**config.mk**
```make
export PLATFORM = sky130hd
export DESIGN_NAME = serial_receiver
export DESIGN_NICKNAME = d
export VERILOG_FILES = /design/src/rtl/serial_receiver.sv
export SDC_FILE = /design/constraint.sdc
export NUM_CORES = 1
export LEC_CHECK = 0
export CORE_UTILIZATION = 45
export DETAILED_ROUTE_END_ITERATION = 10
export PLACE_DENSITY_LB_ADDON = 0.25
export SETUP_SLACK_MARGIN = 0.1
export SYNTH_ARGS = -nofsm -noshare
export SYNTH_HDL_FRONTEND = slang
export SYNTH_SLANG_ARGS = --single-unit
```
**constraint.sdc**
```tcl
create_clock -name clk -period 1.5 [get_ports clk]
set_input_delay 0.225 -clock clk [delete_from_list [all_inputs] [get_ports clk]]
set_output_delay 0.225 -clock clk [all_outputs]
set_load 0.1 [all_outputs]
```
**src/rtl/serial_receiver.sv**
```systemverilog
// serial_receiver: 10-bit frame receiver (start=1, 8 data bits MSB first, stop=0).
// Optional 2-flop rxd synchronizer is enabled by defining SERIAL_RECEIVER_SYNC_EN.
module serial_receiver #(
    parameter int BIT_CYCLES = 1
) (
    input  logic       clk,
    input  logic       rst,
    input  logic       rxd,
    output logic [7:0] data,
    output logic       valid,
    output logic       frame_err,
    output logic       busy
);
    localparam int              CW        = $clog2(BIT_CYCLES) + 1;
    localparam logic [CW-1:0]   BIT_LEN   = CW'(BIT_CYCLES);
    localparam logic [CW-1:0]   HALF_WAIT = CW'((BIT_CYCLES - 1) / 2);
    localparam logic [CW-1:0]   CNT_ONE   = CW'(1);
    localparam logic [CW-1:0]   CNT_ZERO  = '0;

    typedef enum logic [2:0] {
        IDLE,
        START,
        DATA,
        STOP,
        WAIT_IDLE
    } state_t;

    state_t        state_q, state_d;
    logic [CW-1:0] cnt_q, cnt_d;
    logic [2:0]    bit_cnt_q, bit_cnt_d;
    logic [7:0]    shift_q, shift_d;
    logic [7:0]    data_q, data_d;
    logic          valid_q, valid_d;
    logic          ferr_q, ferr_d;
    logic          rxd_s;
    logic          sample;

`ifdef SERIAL_RECEIVER_SYNC_EN
    logic [1:0] sync_q;

    always_ff @(posedge clk or negedge rst) begin
        if (!rst) begin
            sync_q <= 2'b00;
        end else begin
            sync_q <= {sync_q[0], rxd};
        end
    end

    assign rxd_s = sync_q[1];
`else
    assign rxd_s = rxd;
`endif

    // A sample point is the edge on which the counter holds 1; it is then reloaded.
    assign sample = (cnt_q == CNT_ONE);

    always_ff @(posedge clk or negedge rst) begin
        if (!rst) begin
            state_q   <= IDLE;
            cnt_q     <= CNT_ZERO;
            bit_cnt_q <= 3'd0;
            shift_q   <= 8'h00;
            data_q    <= 8'h00;
            valid_q   <= 1'b0;
            ferr_q    <= 1'b0;
        end else begin
            state_q   <= state_d;
            cnt_q     <= cnt_d;
            bit_cnt_q <= bit_cnt_d;
            shift_q   <= shift_d;
            data_q    <= data_d;
            valid_q   <= valid_d;
            ferr_q    <= ferr_d;
        end
    end

    always_comb begin
        state_d   = state_q;
        cnt_d     = cnt_q;
        bit_cnt_d = bit_cnt_q;
        shift_d   = shift_q;
        data_d    = data_q;
        valid_d   = 1'b0;
        ferr_d    = 1'b0;

        case (state_q)
            IDLE: begin
                if (rxd_s) begin
                    bit_cnt_d = 3'd0;
                    // With no mid-bit wait the detection edge is itself the start sample.
                    if (HALF_WAIT == CNT_ZERO) begin
                        state_d = DATA;
                        cnt_d   = BIT_LEN;
                    end else begin
                        state_d = START;
                        cnt_d   = HALF_WAIT;
                    end
                end
            end
            START: begin
                if (sample) begin
                    if (rxd_s) begin
                        state_d = DATA;
                        cnt_d   = BIT_LEN;
                    end else begin
                        state_d = IDLE;
                        cnt_d   = CNT_ZERO;
                    end
                end else begin
                    cnt_d = cnt_q - CNT_ONE;
                end
            end
            DATA: begin
                if (sample) begin
                    shift_d = {shift_q[6:0], rxd_s};
                    cnt_d   = BIT_LEN;
                    if (bit_cnt_q == 3'd7) begin
                        state_d   = STOP;
                        bit_cnt_d = 3'd0;
                    end else begin
                        bit_cnt_d = bit_cnt_q + 3'd1;
                    end
                end else begin
                    cnt_d = cnt_q - CNT_ONE;
                end
            end
            STOP: begin
                if (sample) begin
                    cnt_d = CNT_ZERO;
                    if (!rxd_s) begin
                        state_d = IDLE;
                        data_d  = shift_q;
                        valid_d = 1'b1;
                    end else begin
                        state_d = WAIT_IDLE;
                        ferr_d  = 1'b1;
                    end
                end else begin
                    cnt_d = cnt_q - CNT_ONE;
                end
            end
            WAIT_IDLE: begin
                // A broken stop bit leaves the line high; wait for it to drop before hunting.
                if (!rxd_s) begin
                    state_d = IDLE;
                end
            end
            default: begin
                state_d = IDLE;
                cnt_d   = CNT_ZERO;
            end
        endcase
    end

    assign data      = data_q;
    assign valid     = valid_q;
    assign frame_err = ferr_q;
    assign busy      = (state_q != IDLE);

endmodule
```
==> results.ini, run 1 <==
[synth]
synth_ff_type=dfrtp_1
yosysUniqueCellTypes=26
synth.avg_cell_area_um2=15.1
synthTopCellsByCount=dfrtp_1 (25), mux2_2 (10), mux2_4 (8), inv_1 (4), a21oi_1 (3)
syn_nets=79
synthesis.area_um2=1120
synth_top_area_cell=dfrtp_1
synth_cells=74
yosysWarnings=0
synth_area_leaders=dfrtp_1 (56%), mux2_4 (11%), mux2_2 (10%)
yosys.cell_count.top_type=dfrtp_1
ys_seq_elements=25
synth_top_area_share=0.561
synth_edf_count=0
yosysSeqAreaShare=0.561
synthArstFlopShare=1.00

[placement]
placed_cell_area_um2=1430
place_congestion=0.839
hpwlAfterDp_um=1220
io_buffers=13

[routing]
drt_first_pass_iters=4
num_vias=694
drt_iter0_markers=8
wire_per_inst_um=13.7
ant_nets=0
route.detailed.drc=0
vias_per_cell=5.10
wirelength_um=1870

[clock_tree]
h-tree-depth=1
cts_tree=built
clk_latency_ps=330
path_clk_slew_ps=140
clock_path_buffers=2
cts_sinks=25
ctsRootBufferMaster=clkbuf_4
cts_made_buffers=3

[layout]
area_growth_pct=43.2
layout-drive-gt1-share=0.583
postLayoutCoreUtil=0.702
diodes=0
final_cell_area_um2=1600
nets=114

[timing]
final_hold_viol_count=0
tightest_slew_ps=313
layout_setup_ws_ps=-122
rsz0062_at_grt=true
finalSetupViolations=1
max_freq_mhz=616
setup_tns_ps=-122
maxSlewViolCount=0
slew_headroom=0.791
skew_ps=1.32
hold_slack_ps=239
period_share=1.08
period_needed_ps=1620

[critical_path]
critical_path.cell_chain=buf_6 -> or3_4 -> buf_12
worst-path-max-fanout=2
cp_slowest_cell=dfrtp_1
reg2reg_to=shift_q[0]
rrSetupSlack_ps=60
max_stage_delay_ps=410
reg2reg_from=state_q[2]
criticalPathCategory=flop to output port
arrival_ps=1400
cp-end-kind=output port
cp.required_ps=1270
worst_setup_path_start_kind=flop
r2r_cells=4

[grt]
grt_overflow=0
grt_pass1_wl_um=3330
grt_max_degree=26
grt_pass1_vias=704
antenna_found_initial=0
track_usage=0.174

[outcome]
violations=negative setup slack
outcome=complete, but fails checks

[die]
initial_core_util=0.490
coreArea_um2=2280
fp.dieH_um=51.8
pin_count=14
rows=17
chipWidth_um=51.8
dieArea_um2=2680

[hold_path]
hold_path.class=primary input to async pin

[run]
maxCapViolCount=0

layout make-up:
| cell class | count | area, um^2 |
|---|---|---|
| multi-input combinational | 44 | 507 |
| clock buffer | 3 | 22.5 |
| timing repair buffer | 31 | 383 |
| sequential | 25 | 628 |
| inverter | 4 | 15.0 |
| fill | 144 | 678 |
| clock inverter | 1 | 7.51 |
| tap | 28 | 35.0 |
cells by family (layout without fill, tap and decap cells):
| group | Yosys count | in the layout | share of synthesized area |
|---|---|---|---|
| AND/OR/NAND/NOR | 14 | 15 | 0.117 |
| adder cells (fa/ha/maj) | 2 | 2 | 0.0224 |
| flip-flops | 25 | 25 | 0.561 |
| multiplexers | 20 | 20 | 0.228 |
| buffers and inverters | 6 | 39 | 0.0336 |
| AO/OA/AOI/OAI | 7 | 7 | 0.0392 |
metal layers:
metal	share of wire	GRT usage
met4	0.018	0.0901
met3	0.026	0.0263
met5	0	0
met2	0.48	0.264
met1	0.47	0.240
state kept, by name, summed over array words and instances (netlist names):
name,count
cnt_q,1
frame_err,1
data,8
valid,1
shift_q,8
bit_cnt_q,3
state_q,3
layout by cell type (no fill, tap or decap), types with 2 or more instances in the layout:
cell	synthesis	final
a21oi_1	3	3
inv_1	4	4
clkbuf_4	0	3
dfrtp_2	0	2
buf_12	0	11
clkdlybuf4s50_1	0	2
buf_4	0	16
mux2_2	10	6
buf_6	2	2
mux2_4	8	13
dfrtp_1	25	23
ha_1	2	2
critical path, delay by kind of cell (launching register included):
kind	cells	cell delay [ps]
buf+inv	2	290
flops	1	410
simple gates	1	370
how the worst max path moves through the flow:
stage | end | from
2_1_floorplan | shift_q[0] | state_q[0]
3_3_place_gp | bit_cnt_q[0] | rxd
3_5_place_dp | bit_cnt_q[0] | rxd
4_1_cts | busy | state_q[2]
5_1_grt | busy | state_q[0]
6_report | busy | state_q[0]
stage by stage:
| step | std cells | setup slack [ps] |
|---|---|---|
| after floorplan | 74 | 113 |
| after global placement | 121 | -11.2 |
| after detailed placement | 121 | -42.2 |
| after CTS | 133 | -126 |
| after global routing | 136 | -177 |
| final | 136 | -122 |
what timing repair did:
action                                  4_1_cts  5_1_grt
endpoints found under the setup margin       15       20
resized for setup                             8        5
cloned                                        1        0
buffers inserted                              7        3
hold buffers                                  0        0
endpoints found under the hold margin         0        0
pin swaps                                     3        3
Power of run 1 is left out: the tool's default activity adds up to more than one toggle a clock period on the data nets, which glitch-free logic cannot reach.
==> run 2: changes to the inputs <==
--- a/config.mk
+++ b/config.mk
@@ -7,6 +7,7 @@
 export LEC_CHECK = 0
 export CORE_UTILIZATION = 45
 export DETAILED_ROUTE_END_ITERATION = 10
+export DONT_BUFFER_PORTS = 1
 export PLACE_DENSITY_LB_ADDON = 0.25
 export SETUP_SLACK_MARGIN = 0.1
 export SYNTH_ARGS = -nofsm -noshare
==> constraint.sdc (replaced) <==
create_clock -name clk -period 1.8 [get_ports clk]
set_input_delay 0.27 -clock clk [delete_from_list [all_inputs] [get_ports clk]]
set_output_delay 0.27 -clock clk [all_outputs]
set_load 0.1 [all_outputs]
==> run 2 against run 1 <==
  * Die area unchanged
  * The run now ends clean
  * Register-to-register slack better by 260 ps
  * Final cell count down 13%
  * Hold slack worse by 170 ps
  * Count of clock-buffer cells in the layout unchanged
  * Core utilization down 14 points
  * First-iteration DRC count down 38%
  * Global-route usage down 2.2 points
  * Critical endpoint unchanged
==> results.ini, run 2 (same netlist as run 1, synthesis figures left out) <==
[outcome]
outcome=complete, no violations

[hold_path]
hold_start=rxd
worstHoldPathCells=2
hold_path.class=primary input to flop

[placement]
hpwlAfterDp_um=1140  ; -6.4%
io_buffers=0  ; -13
dpl_worst_slack_ps=305  ; +347 ps
place_congestion=0.843  ; +0.48%

[routing]
route.detailed.drc=0  ; unchanged
wirelength_um=1650  ; -11%
drt_iter0_markers=5  ; -3
vias_per_cell=5.30  ; +3.9%
num_vias=631  ; -9.1%
wire_per_inst_um=13.9  ; +1.2%
drt_first_pass_iters=5  ; +1
ant_nets=0  ; unchanged

[critical_path]
crit_buf_inv=1  ; -1
worst-path-max-fanout=7  ; +5
r2r_cells=4  ; unchanged
reg2reg_from=state_q[1]
cp_num_cells=2  ; -1
criticalPathCategory=flop to output port
critical_path.cell_chain=or3_1 -> buf_4
reg2reg_to=bit_cnt_q[0]
arrival_ps=1380  ; -20 ps
cp.required_ps=1530  ; +260 ps
crit_start=state_q[0]
max_stage_delay_ps=470  ; +60 ps
crit_path_end=busy
rrSetupSlack_ps=320  ; +260 ps
cp_slowest_cell=dfrtp_2
worst_setup_path_start_kind=flop
cp_top_family=flip-flops
cp-end-kind=output port

[grt]
antenna_found_initial=0  ; unchanged
grt_overflow=0  ; unchanged
track_usage=0.152  ; -0.0219
grt_max_degree=26  ; unchanged
grt_pass1_wl_um=2800  ; -16%
grt_pass1_vias=621  ; -12%

[layout]
mostFrequentLayoutCells=dfrtp_1 (23), buf_4 (13), mux2_2 (10)
diodes=0  ; unchanged
nets=97  ; -15%
final_common_cell=dfrtp_1
area_growth_pct=14.6
layout-drive-gt1-share=0.462  ; -0.122

[die]
initial_core_util=0.490  ; unchanged
coreArea_um2=2280  ; unchanged
chipWidth_um=51.8  ; unchanged
pin_count=14  ; unchanged
dieArea_um2=2680  ; unchanged
rows=17  ; unchanged
fp.dieH_um=51.8  ; unchanged

[clock_tree]
cts_made_buffers=3  ; unchanged
path_clk_slew_ps=130  ; about the same
cts_tree=built
cts_sinks=25  ; unchanged
h-tree-depth=1  ; unchanged
ctsRootBufferMaster=clkbuf_4
clk_latency_ps=320  ; about the same
clock_path_buffers=2  ; unchanged

[timing]
final_hold_viol_count=0  ; unchanged
layout_setup_ws_ps=151  ; +274 ps
skew_ps=8.19  ; +6.86 ps
period_needed_ps=1650
period_share=0.916
max_freq_mhz=607
slew_headroom=0.282  ; -0.510
setup_tns_ps=0  ; +122 ps
finalSetupViolations=0  ; -1
maxSlewViolCount=0  ; unchanged
tightest_slew_ps=1070  ; +761 ps
rsz0062_at_grt=false

[run]
maxCapViolCount=0  ; unchanged

-- run 2: per-layer routing --
metal	global-route usage	routed length, um	up-vias
met3	0.0263	65	6
met2	0.214	757	16
met5	0	0	-
met1	0.210	780	310
met4	0.108	48	0
li1	-	-	299
-- run 2: what timing repair did --
| action | 4_1_cts | 5_1_grt |
|---|---|---|
| hold endpoints to repair | 26 | 0 |
| endpoints found under the setup margin | 1 | 1 |
| setup buffers | 1 | 1 |
| hold buffers | 2 | 0 |
| gates cloned | 0 | 0 |
| resized for setup | 2 | 0 |
-- run 2: area by class of cell --
class                      instances  area (um^2)
clock buffer                       3         22.5
clock inverter                     1         7.51
fill                             182          997
inverter                           4         15.0
multi-input combinational         43          453
sequential                        25          628
tap                               28         35.0
timing repair buffer              15          118
-- run 2: how the worst min path moves through the flow --
stage / slack [ps] / endpoint
6_report: 60 / state_q[2]
5_1_grt: 50 / state_q[2]
4_1_cts: 50 / frame_err
3_5_place_dp: -20 / bit_cnt_q[1]
3_3_place_gp: -20 / bit_cnt_q[0]
2_1_floorplan: -30 / bit_cnt_q[0]
-- run 2: per-stage QoR --
step	hold WS (ps)	instances	utilization	cell area [um^2]
floorplan	-25.6	74	-	1120
global placement	-24.7	111	0.532	1210
detailed placement	-25.0	111	0.532	1210
CTS	46.3	118	0.559	1270
global route	47.8	119	0.562	1280
finish	64.0	119	0.562	1280
Power of run 2 is left out for the same reason.
==> run 3: changes to the inputs <==
--- a/config.mk
+++ b/config.mk
@@ -6,6 +6,7 @@
 export NUM_CORES = 1
 export LEC_CHECK = 0
 export CORE_UTILIZATION = 45
+export CTS_BUF_LIST = sky130_fd_sc_hd__clkbuf_4
 export DETAILED_ROUTE_END_ITERATION = 10
 export DONT_BUFFER_PORTS = 1
 export PLACE_DENSITY_LB_ADDON = 0.25
==> results of run 3 <==
The final DEF is identical to that of run 2; final timing and power are the same.
Power of run 3 is left out for the same reason.
